**src/rtl/nn_pkg.sv**
```systemverilog
// Shared constants and FSM encoding for the layer sequencer and its argmax unit.
package nn_pkg;
   localparam int unsigned NUM_CLASSES = 10;
   localparam int unsigned SCORE_W     = 8;
   localparam int unsigned DIGIT_W     = 4;

   localparam int unsigned L_FC1 = 0;
   localparam int unsigned L_FC2 = 1;

   typedef enum logic [2:0] {
      S_IDLE,
      S_LRST,
      S_LRUN,
      S_LNEXT,
      S_ARGMAX,
      S_DONE,
      S_ERR
   } state_e;
endpackage

```
**src/rtl/nn_layer_sequencer_if.sv**
```systemverilog
// Signal bundle between the layer sequencer (master) and the engines/host around it (slave).
interface nn_layer_sequencer_if #(
   parameter int unsigned NUM_LAYERS  = 2,
   parameter int unsigned SEL_W       = 1,
   parameter int unsigned NUM_CLASSES = nn_pkg::NUM_CLASSES
);
   logic                                   iStart;
   logic [NUM_LAYERS-1:0]                  iLayerDone;
   logic [NUM_LAYERS-1:0]                  iLayerOverflow;
   logic [NUM_CLASSES*nn_pkg::SCORE_W-1:0] iScores;
   logic [NUM_LAYERS-1:0]                  oLayerEna;
   logic [NUM_LAYERS-1:0]                  oLayerRst_n;
   logic [SEL_W-1:0]                       oSel;
   logic                                   oBusy;
   logic                                   oDone;
   logic                                   oOverflow;
   logic                                   oTimeout;
   logic [nn_pkg::DIGIT_W-1:0]             oDigit;

   modport master (
      input  iStart, iLayerDone, iLayerOverflow, iScores,
      output oLayerEna, oLayerRst_n, oSel, oBusy, oDone, oOverflow, oTimeout, oDigit
   );

   modport slave (
      output iStart, iLayerDone, iLayerOverflow, iScores,
      input  oLayerEna, oLayerRst_n, oSel, oBusy, oDone, oOverflow, oTimeout, oDigit
   );
endinterface

```
**src/rtl/seq_argmax.sv**
```systemverilog
// Serial max-finder: one unsigned score per cycle, strict compare so ties keep the lowest index.
module seq_argmax #(
   parameter int unsigned NUM_CLASSES = nn_pkg::NUM_CLASSES
) (
   input  logic                                   clk,
   input  logic                                   iRst_n,
   input  logic                                   start,
   input  logic [NUM_CLASSES*nn_pkg::SCORE_W-1:0] scores,
   output logic                                   done,
   output logic [nn_pkg::DIGIT_W-1:0]             idx
);
   import nn_pkg::*;

   logic               run_q;
   logic [DIGIT_W-1:0] k_q;
   logic [SCORE_W-1:0] best_q;
   logic [DIGIT_W-1:0] idx_q;
   logic [SCORE_W-1:0] score_k;
   logic               take;

   assign score_k = scores[k_q*SCORE_W +: SCORE_W];
   assign take    = run_q && (score_k > best_q);
   assign done    = run_q && (k_q == DIGIT_W'(NUM_CLASSES - 1));
   // Includes the class being compared this cycle so the result is final when done is high.
   assign idx     = take ? k_q : idx_q;

   always_ff @(posedge clk or negedge iRst_n) begin
      if (!iRst_n) begin
         run_q  <= 1'b0;
         k_q    <= '0;
         best_q <= '0;
         idx_q  <= '0;
      end else if (start) begin
         run_q  <= 1'b1;
         k_q    <= '0;
         best_q <= '0;
         idx_q  <= '0;
      end else if (run_q) begin
         if (take) begin
            best_q <= score_k;
            idx_q  <= k_q;
         end
         if (done) begin
            run_q <= 1'b0;
         end else begin
            k_q <= k_q + DIGIT_W'(1);
         end
      end
   end
endmodule

```
**src/rtl/nn_layer_sequencer.sv**
```systemverilog
// Runs the layer engines one at a time over the shared MultAdder/ROM, then reports the argmax digit.
module nn_layer_sequencer #(
   parameter int unsigned NUM_LAYERS     = 2,
   parameter int unsigned SEL_W          = 1,
   parameter int unsigned RST_CYCLES     = 2,
   parameter int unsigned TIMEOUT_CYCLES = 4096,
   parameter int unsigned NUM_CLASSES    = nn_pkg::NUM_CLASSES
) (
   input logic                  clk,
   input logic                  iRst_n,
   nn_layer_sequencer_if.master bus
);
   import nn_pkg::*;

   localparam int unsigned MAX_CNT = (TIMEOUT_CYCLES > RST_CYCLES) ? TIMEOUT_CYCLES : RST_CYCLES;
   localparam int unsigned CNT_W   = (MAX_CNT < 2) ? 1 : $clog2(MAX_CNT + 1);
   localparam logic [SEL_W-1:0] LAST_L = SEL_W'(NUM_LAYERS - 1);

   function automatic logic [NUM_LAYERS-1:0] layer_bit(input logic [SEL_W-1:0] l);
      return NUM_LAYERS'(1) << l;
   endfunction

   state_e                  state_q;
   logic [SEL_W-1:0]        layer_q;
   logic [CNT_W-1:0]        cnt_q;
   logic [NUM_LAYERS-1:0]   ena_q;
   logic [NUM_LAYERS-1:0]   rst_n_q;
   logic [SEL_W-1:0]        sel_q;
   logic                    busy_q;
   logic                    done_q;
   logic                    ovf_q;
   logic                    tmo_q;
   logic [DIGIT_W-1:0]      digit_q;

   logic                    arg_start;
   logic                    arg_done;
   logic [DIGIT_W-1:0]      arg_idx;

   // Argmax starts on the edge that leaves LNEXT, so ARGMAX lasts exactly NUM_CLASSES cycles.
   assign arg_start = (state_q == S_LNEXT) && (layer_q == LAST_L);

   seq_argmax #(
      .NUM_CLASSES(NUM_CLASSES)
   ) u_argmax (
      .clk   (clk),
      .iRst_n(iRst_n),
      .start (arg_start),
      .scores(bus.iScores),
      .done  (arg_done),
      .idx   (arg_idx)
   );

   always_ff @(posedge clk or negedge iRst_n) begin
      if (!iRst_n) begin
         state_q <= S_IDLE;
         layer_q <= '0;
         cnt_q   <= '0;
         ena_q   <= '0;
         rst_n_q <= '1;
         sel_q   <= '0;
         busy_q  <= 1'b0;
         done_q  <= 1'b0;
         ovf_q   <= 1'b0;
         tmo_q   <= 1'b0;
         digit_q <= '0;
      end else begin
         case (state_q)
            S_IDLE, S_DONE, S_ERR: begin
               if (bus.iStart) begin
                  state_q <= S_LRST;
                  layer_q <= '0;
                  cnt_q   <= '0;
                  sel_q   <= '0;
                  ena_q   <= layer_bit('0);
                  rst_n_q <= ~layer_bit('0);
                  busy_q  <= 1'b1;
                  done_q  <= 1'b0;
                  ovf_q   <= 1'b0;
                  tmo_q   <= 1'b0;
                  digit_q <= '0;
               end
            end
            S_LRST: begin
               if (cnt_q == CNT_W'(RST_CYCLES - 1)) begin
                  state_q <= S_LRUN;
                  cnt_q   <= '0;
                  rst_n_q <= '1;
               end else begin
                  cnt_q <= cnt_q + CNT_W'(1);
               end
            end
            S_LRUN: begin
               // Only the selected layer's flags matter; the others may float while disabled.
               if (bus.iLayerDone[layer_q]) begin
                  state_q <= S_LNEXT;
                  ovf_q   <= ovf_q | bus.iLayerOverflow[layer_q];
                  ena_q   <= '0;
               end else if ((TIMEOUT_CYCLES != 0) && (cnt_q == CNT_W'(TIMEOUT_CYCLES - 1))) begin
                  state_q <= S_ERR;
                  ena_q   <= '0;
                  busy_q  <= 1'b0;
                  tmo_q   <= 1'b1;
                  digit_q <= '0;
               end else begin
                  cnt_q <= cnt_q + CNT_W'(1);
               end
            end
            S_LNEXT: begin
               if (layer_q == LAST_L) begin
                  state_q <= S_ARGMAX;
               end else begin
                  state_q <= S_LRST;
                  layer_q <= layer_q + SEL_W'(1);
                  sel_q   <= layer_q + SEL_W'(1);
                  ena_q   <= layer_bit(layer_q + SEL_W'(1));
                  rst_n_q <= ~layer_bit(layer_q + SEL_W'(1));
                  cnt_q   <= '0;
               end
            end
            S_ARGMAX: begin
               if (arg_done) begin
                  state_q <= S_DONE;
                  digit_q <= arg_idx;
                  done_q  <= 1'b1;
                  busy_q  <= 1'b0;
               end
            end
            default: state_q <= S_IDLE;
         endcase
      end
   end

   assign bus.oLayerEna   = ena_q;
   assign bus.oLayerRst_n = rst_n_q;
   assign bus.oSel        = sel_q;
   assign bus.oBusy       = busy_q;
   assign bus.oDone       = done_q;
   assign bus.oOverflow   = ovf_q;
   assign bus.oTimeout    = tmo_q;
   assign bus.oDigit      = digit_q;
endmodule
```
**src/flat_wrapper.sv**
```systemverilog
// flat-port wrapper written by rule: the top's interface ports become plain ports
module nn_layer_sequencer_flat import nn_pkg::*;
#(
   parameter int unsigned NUM_LAYERS     = 2,
   parameter int unsigned SEL_W          = 1,
   parameter int unsigned RST_CYCLES     = 2,
   parameter int unsigned TIMEOUT_CYCLES = 4096,
   parameter int unsigned NUM_CLASSES    = nn_pkg::NUM_CLASSES
)
  (clk, iRst_n, bus_iStart, bus_iLayerDone, bus_iLayerOverflow, bus_iScores, bus_oLayerEna, bus_oLayerRst_n, bus_oSel, bus_oBusy, bus_oDone, bus_oOverflow, bus_oTimeout, bus_oDigit);
  nn_layer_sequencer_if #(.NUM_LAYERS(NUM_LAYERS), .SEL_W(SEL_W), .NUM_CLASSES(NUM_CLASSES)) bus_i ();
  input logic clk;
  input logic iRst_n;
  input wire logic [$bits(bus_i.iStart)-1:0] bus_iStart;
  input wire logic [$bits(bus_i.iLayerDone)-1:0] bus_iLayerDone;
  input wire logic [$bits(bus_i.iLayerOverflow)-1:0] bus_iLayerOverflow;
  input wire logic [$bits(bus_i.iScores)-1:0] bus_iScores;
  output wire logic [$bits(bus_i.oLayerEna)-1:0] bus_oLayerEna;
  output wire logic [$bits(bus_i.oLayerRst_n)-1:0] bus_oLayerRst_n;
  output wire logic [$bits(bus_i.oSel)-1:0] bus_oSel;
  output wire logic [$bits(bus_i.oBusy)-1:0] bus_oBusy;
  output wire logic [$bits(bus_i.oDone)-1:0] bus_oDone;
  output wire logic [$bits(bus_i.oOverflow)-1:0] bus_oOverflow;
  output wire logic [$bits(bus_i.oTimeout)-1:0] bus_oTimeout;
  output wire logic [$bits(bus_i.oDigit)-1:0] bus_oDigit;
  assign bus_i.iStart = bus_iStart;
  assign bus_i.iLayerDone = bus_iLayerDone;
  assign bus_i.iLayerOverflow = bus_iLayerOverflow;
  assign bus_i.iScores = bus_iScores;
  assign bus_oLayerEna = bus_i.oLayerEna;
  assign bus_oLayerRst_n = bus_i.oLayerRst_n;
  assign bus_oSel = bus_i.oSel;
  assign bus_oBusy = bus_i.oBusy;
  assign bus_oDone = bus_i.oDone;
  assign bus_oOverflow = bus_i.oOverflow;
  assign bus_oTimeout = bus_i.oTimeout;
  assign bus_oDigit = bus_i.oDigit;
  nn_layer_sequencer #(.NUM_LAYERS(NUM_LAYERS), .SEL_W(SEL_W), .RST_CYCLES(RST_CYCLES), .TIMEOUT_CYCLES(TIMEOUT_CYCLES), .NUM_CLASSES(NUM_CLASSES)) u_core (.clk(clk), .iRst_n(iRst_n), .bus(bus_i));
endmodule
```
**config.mk**
```make
export PLATFORM = sky130hd
export DESIGN_NAME = nn_layer_sequencer_flat
export DESIGN_NICKNAME = d
export VERILOG_FILES = /design/src/rtl/nn_pkg.sv /design/src/rtl/nn_layer_sequencer_if.sv /design/src/rtl/seq_argmax.sv /design/src/rtl/nn_layer_sequencer.sv /design/src/flat_wrapper.sv
export SDC_FILE = /design/constraint.sdc
export NUM_CORES = 1
export LEC_CHECK = 0
export CORE_UTILIZATION = 24
export DETAILED_ROUTE_END_ITERATION = 10
export SYNTH_ARGS = -nofsm -noshare
export SYNTH_HDL_FRONTEND = slang
export SYNTH_SLANG_ARGS = --single-unit
```
**constraint.sdc**
```tcl
create_clock -name clk -period 4.4 [get_ports clk]
set_input_delay 0.88 -clock clk [delete_from_list [all_inputs] [get_ports clk]]
set_output_delay 0.88 -clock clk [all_outputs]
set_load 0.05 [all_outputs]
```
==> tab_implementation.tex <==
\begin{tabular}{lr}
\hline
Metric & Value \\
\hline
\multicolumn{2}{l}{\textbf{Global routing}} \\
Wire length of the first global-routing pass & 15400 um \\
Global route total overflow & 0 \\
Vias in the first global route & 2971 \\
Largest net degree at the start of global routing & 48 \\
Antenna violations before repair & 0 \\
Overall Global Routing Usage & 13.6\% \\
\multicolumn{2}{l}{\textbf{Clock tree}} \\
\# hold bufs at CTS & 0 \\
Root buffer cell & sky130\_fd\_sc\_hd\_\_clkbuf\_16 \\
Clock transition time at the flip-flop clock pins of the worst setup and hold paths & 60 ps \\
Number of cells upsized or downsized after cts & 0 \\
Clock tree sinks & 47 \\
CTS Buffer Depth & 2 \\
Setup bufs post-CTS & 0 \\
TritonCTS clock tree & built \\
Clk\_lat worst skew & 280 ps \\
H-tree depth & 2 \\
Number of buffers created by CTS & 5 \\
\multicolumn{2}{l}{\textbf{Yosys}} \\
Post-synthesis average cell area & 9.75 um2 \\
Number of synthesized register bits & 47 \\
Cell Area, Synth & 3250 um2 \\
Sequential fraction of the synthesis area & 36.3\% \\
Synthesized netlist net count & 432 \\
Cells taking the most area after synthesis & sky130\_fd\_sc\_hd\_\_dfrtp\_1, sky130\_fd\_sc\_hd\_\_mux4\_2, sky130\_fd\_sc\_hd\_\_ha\_1 \\
Library cell with the highest instance count after synthesis & sky130\_fd\_sc\_hd\_\_dfrtp\_1 \\
Most instantiated flip-flop cell in the synthesis netlist & sky130\_fd\_sc\_hd\_\_dfrtp\_1 \\
Number of enable-type register cells in the synthesized netlist & 0 \\
Synthesized netlist cell count & 333 \\
Share of the synthesized area in the top cell type & 34.7\% \\
Share of synthesized registers carrying an async set or reset & 100\% \\
Leading cell types by count after synthesis & sky130\_fd\_sc\_hd\_\_dfrtp\_1, sky130\_fd\_sc\_hd\_\_nor2\_1, sky130\_fd\_sc\_hd\_\_nand2\_1 \\
Top cell type by total area after synthesis & sky130\_fd\_sc\_hd\_\_dfrtp\_1 \\
Unique masters post-synth & 59 \\
Synth Warn \# & 0 \\
\multicolumn{2}{l}{\textbf{Cells and area}} \\
Diode count & 0 \\
Total number of nets in the final design & 522 \\
Non-Filler Cell Area, Final & 4530 um2 \\
Cell Count, Final, Fillers Out & 600 \\
Final Util & 34.3\% \\
Area growth from synthesis to layout & 39.6\% \\
Fraction of final layout cells with drive strength greater than 1 & 9.91\% \\
\multicolumn{2}{l}{\textbf{Critical path}} \\
Arrival time of the worst setup path & 3440 ps \\
WS Path Type & in2reg \\
CP max FO & 20 \\
Worst Setup End Kind & flip-flop \\
Data required time at the worst endpoint & 4520 ps \\
Launch point of the worst path & bus\_iScores[17] \\
Category of the worst setup path launch point & input port \\
Crit Reg-Reg Startpoint & u\_core.u\_argmax.k\_q[1] \\
\multicolumn{2}{l}{\textbf{Timing}} \\
Crit path time final & 3310 ps \\
Unrepaired setup endpoints after global routing & false \\
Slew at the pin with the worst max-slew slack & 1060 ps \\
Maximum achievable frequency & 302 MHz \\
Final Hold Fails & 0 \\
Final TNS setup & 0 ps \\
Final Max Slew Viols & 0 \\
Worst setup skew after layout & 6.36 ps \\
Part of the cycle the worst path needs & 75.3\% \\
Max\_slew headroom & 28.8\% \\
Least setup slack across all paths after layout & 1090 ps \\
Total of endpoints with negative setup slack in the final report & 0 \\
Worst slack on hold paths & 485 ps \\
\multicolumn{2}{l}{\textbf{Placement}} \\
Total half-perimeter wirelength after legalization and detailed placement & 7090 um \\
Cell count after placement & 592 \\
Placed Instance Area & 4380 um2 \\
Count of buffers inserted at the top-level ports & 99 \\
Worst setup slack after placement & 800 ps \\
RePlAce Congestion & 0.882 \\
\multicolumn{2}{l}{\textbf{Run}} \\
Max-cap viol count & 0 \\
\multicolumn{2}{l}{\textbf{Pwr}} \\
Power density over the cells & 680 nW/um2 \\
Total Power Consumption & 3.08 mW \\
Maximum vdd ir drop & 0.000290 V \\
Leakage power & 1.81 nW \\
\multicolumn{2}{l}{\textbf{Routing}} \\
Final wirelength & 9280 um \\
Starting DRC count in detailed routing & 155 \\
Count of unresolved DRC violations after routing & 0 \\
Detail-routed net length per standard cell & 15.5 um \\
Final antenna-violating net count & 0 \\
Vias per cell & 4.91 \\
Pre-Repair DR Iteration Count & 4 \\
Overall via count from detail\_route & 2945 \\
\multicolumn{2}{l}{\textbf{Status}} \\
Result of the run & finished, final reports clean \\
\multicolumn{2}{l}{\textbf{Die}} \\
Die area & 14000 um2 \\
Initial Util & 24.6\% \\
Top Ports & 100 \\
Overall die width & 118 um \\
Die height & 118 um \\
Core Region & 13200 um2 \\
Cell Rows & 42 \\
\multicolumn{2}{l}{\textbf{Min path}} \\
Launch point of the worst hold path & u\_core.bus.oBusy \\
Min-Delay Path Class & reg2reg \\
\hline
\end{tabular}
per-layer routing:
metal | global-route usage [%] | wire length (um)
met4 | 2.56 | 79
met3 | 3.43 | 773
met5 | 0 | 0
met2 | 23.3 | 4380
met1 | 17.3 | 4040
layout by cell type, fill, tap and decap left out, types with 3 or more instances in the layout:
master / synthesis / final
sky130_fd_sc_hd__a211oi_1: 7 / 7
sky130_fd_sc_hd__a21oi_1: 18 / 18
sky130_fd_sc_hd__and3_1: 4 / 4
sky130_fd_sc_hd__clkbuf_16: 0 / 5
sky130_fd_sc_hd__clkdlybuf4s50_1: 0 / 98
sky130_fd_sc_hd__dfrtp_1: 45 / 45
sky130_fd_sc_hd__ha_1: 12 / 12
sky130_fd_sc_hd__inv_1: 13 / 13
sky130_fd_sc_hd__mux2i_1: 12 / 12
sky130_fd_sc_hd__mux4_2: 16 / 16
sky130_fd_sc_hd__nand2_1: 21 / 21
sky130_fd_sc_hd__nand2b_1: 9 / 9
sky130_fd_sc_hd__nand3_1: 15 / 15
sky130_fd_sc_hd__nand4_1: 10 / 10
sky130_fd_sc_hd__nor2_1: 40 / 40
sky130_fd_sc_hd__nor2b_1: 3 / 3
sky130_fd_sc_hd__nor3_1: 3 / 3
sky130_fd_sc_hd__nor4_1: 3 / 3
sky130_fd_sc_hd__o21a_1: 3 / 3
sky130_fd_sc_hd__o21ai_0: 12 / 12
sky130_fd_sc_hd__o21ai_1: 13 / 13
sky130_fd_sc_hd__o2bb2ai_1: 5 / 5
sky130_fd_sc_hd__o31ai_1: 4 / 4
sky130_fd_sc_hd__xor2_1: 8 / 8
where the power goes:
group	switching [mW]	leakage (nW)	total (mW)	internal, mW
Combinational	1.08	1.14	1.91	0.831
Sequential	0.185	0.601	0.781	0.596
Clock	0.158	0.0741	0.385	0.227
path summary, 6_finish.rpt:
| path | endpoint | slack, ps | depth (start not counted) |
|---|---|---|---|
| setup / recovery | u_core.u_argmax.idx_q[2] | 1090 | 12 |
| hold / removal | u_core.bus.oBusy | 490 | 1 |
| setup reg to reg | u_core.u_argmax.idx_q[2] | 1180 | 12 |
| hold reg to reg | u_core.bus.oBusy | 490 | 1 |
| max in group asynchronous | u_core.cnt_q[8] | 2980 | 1 |
| min in group asynchronous | u_core.u_argmax.best_q[4] | 780 | 1 |
worst max-delay path, stage by stage:
cell and delay, ps:
sky130_fd_sc_hd__clkdlybuf4s50_1 410, sky130_fd_sc_hd__mux4_2 470, sky130_fd_sc_hd__a21oi_1 160, sky130_fd_sc_hd__o21ai_1 100
sky130_fd_sc_hd__ha_1 320, sky130_fd_sc_hd__nor2b_1 130, sky130_fd_sc_hd__o211ai_1 160, sky130_fd_sc_hd__a21oi_1 90
sky130_fd_sc_hd__o21ai_1 120, sky130_fd_sc_hd__buf_4 250, sky130_fd_sc_hd__mux2i_1 290, sky130_fd_sc_hd__nor2_1 60
final cells by class:
class	count	area [um2]
clock buffers	7	143
clock inverters	1	8.76
fillers	1346	8660
inverters	14	52.6
multi-input cells	254	1930
flip-flops and latches	47	1180
well taps	176	220
repair buffers	101	1000
state kept, by name (all words and copies together), names as in the netlist:
signal                  count
u_core.bus.oSel             1
u_core.bus.oTimeout         1
u_core.bus.oLayerRst_n      2
u_core.u_argmax.best_q      8
u_core.u_argmax.idx_q       4
u_core.state_q              3
u_core.bus.oLayerEna        2
u_core.cnt_q               13
u_core.bus.oDone            1
u_core.u_argmax.run_q       1
u_core.bus.oDigit           4
u_core.layer_q              1
u_core.u_argmax.k_q         4
u_core.bus.oBusy            1
u_core.bus.oOverflow        1
cell families (layout without fill, tap and decap cells):
kind of cell             count (synthesis)  count (layout)  synth area share (%)
AO/OA/AOI/OAI                           82              82                  17.6
multiplexers                            31              31                  16.0
AND/OR/NAND/NOR                        120             120                  18.7
flip-flops                              47              47                  36.3
adder cells (fa/ha/maj)                 12              12                  4.63
XOR/XNOR                                 9               9                  2.43
buffers and inverters                   32             123                  4.36
(Power assumes the default switching activity.)
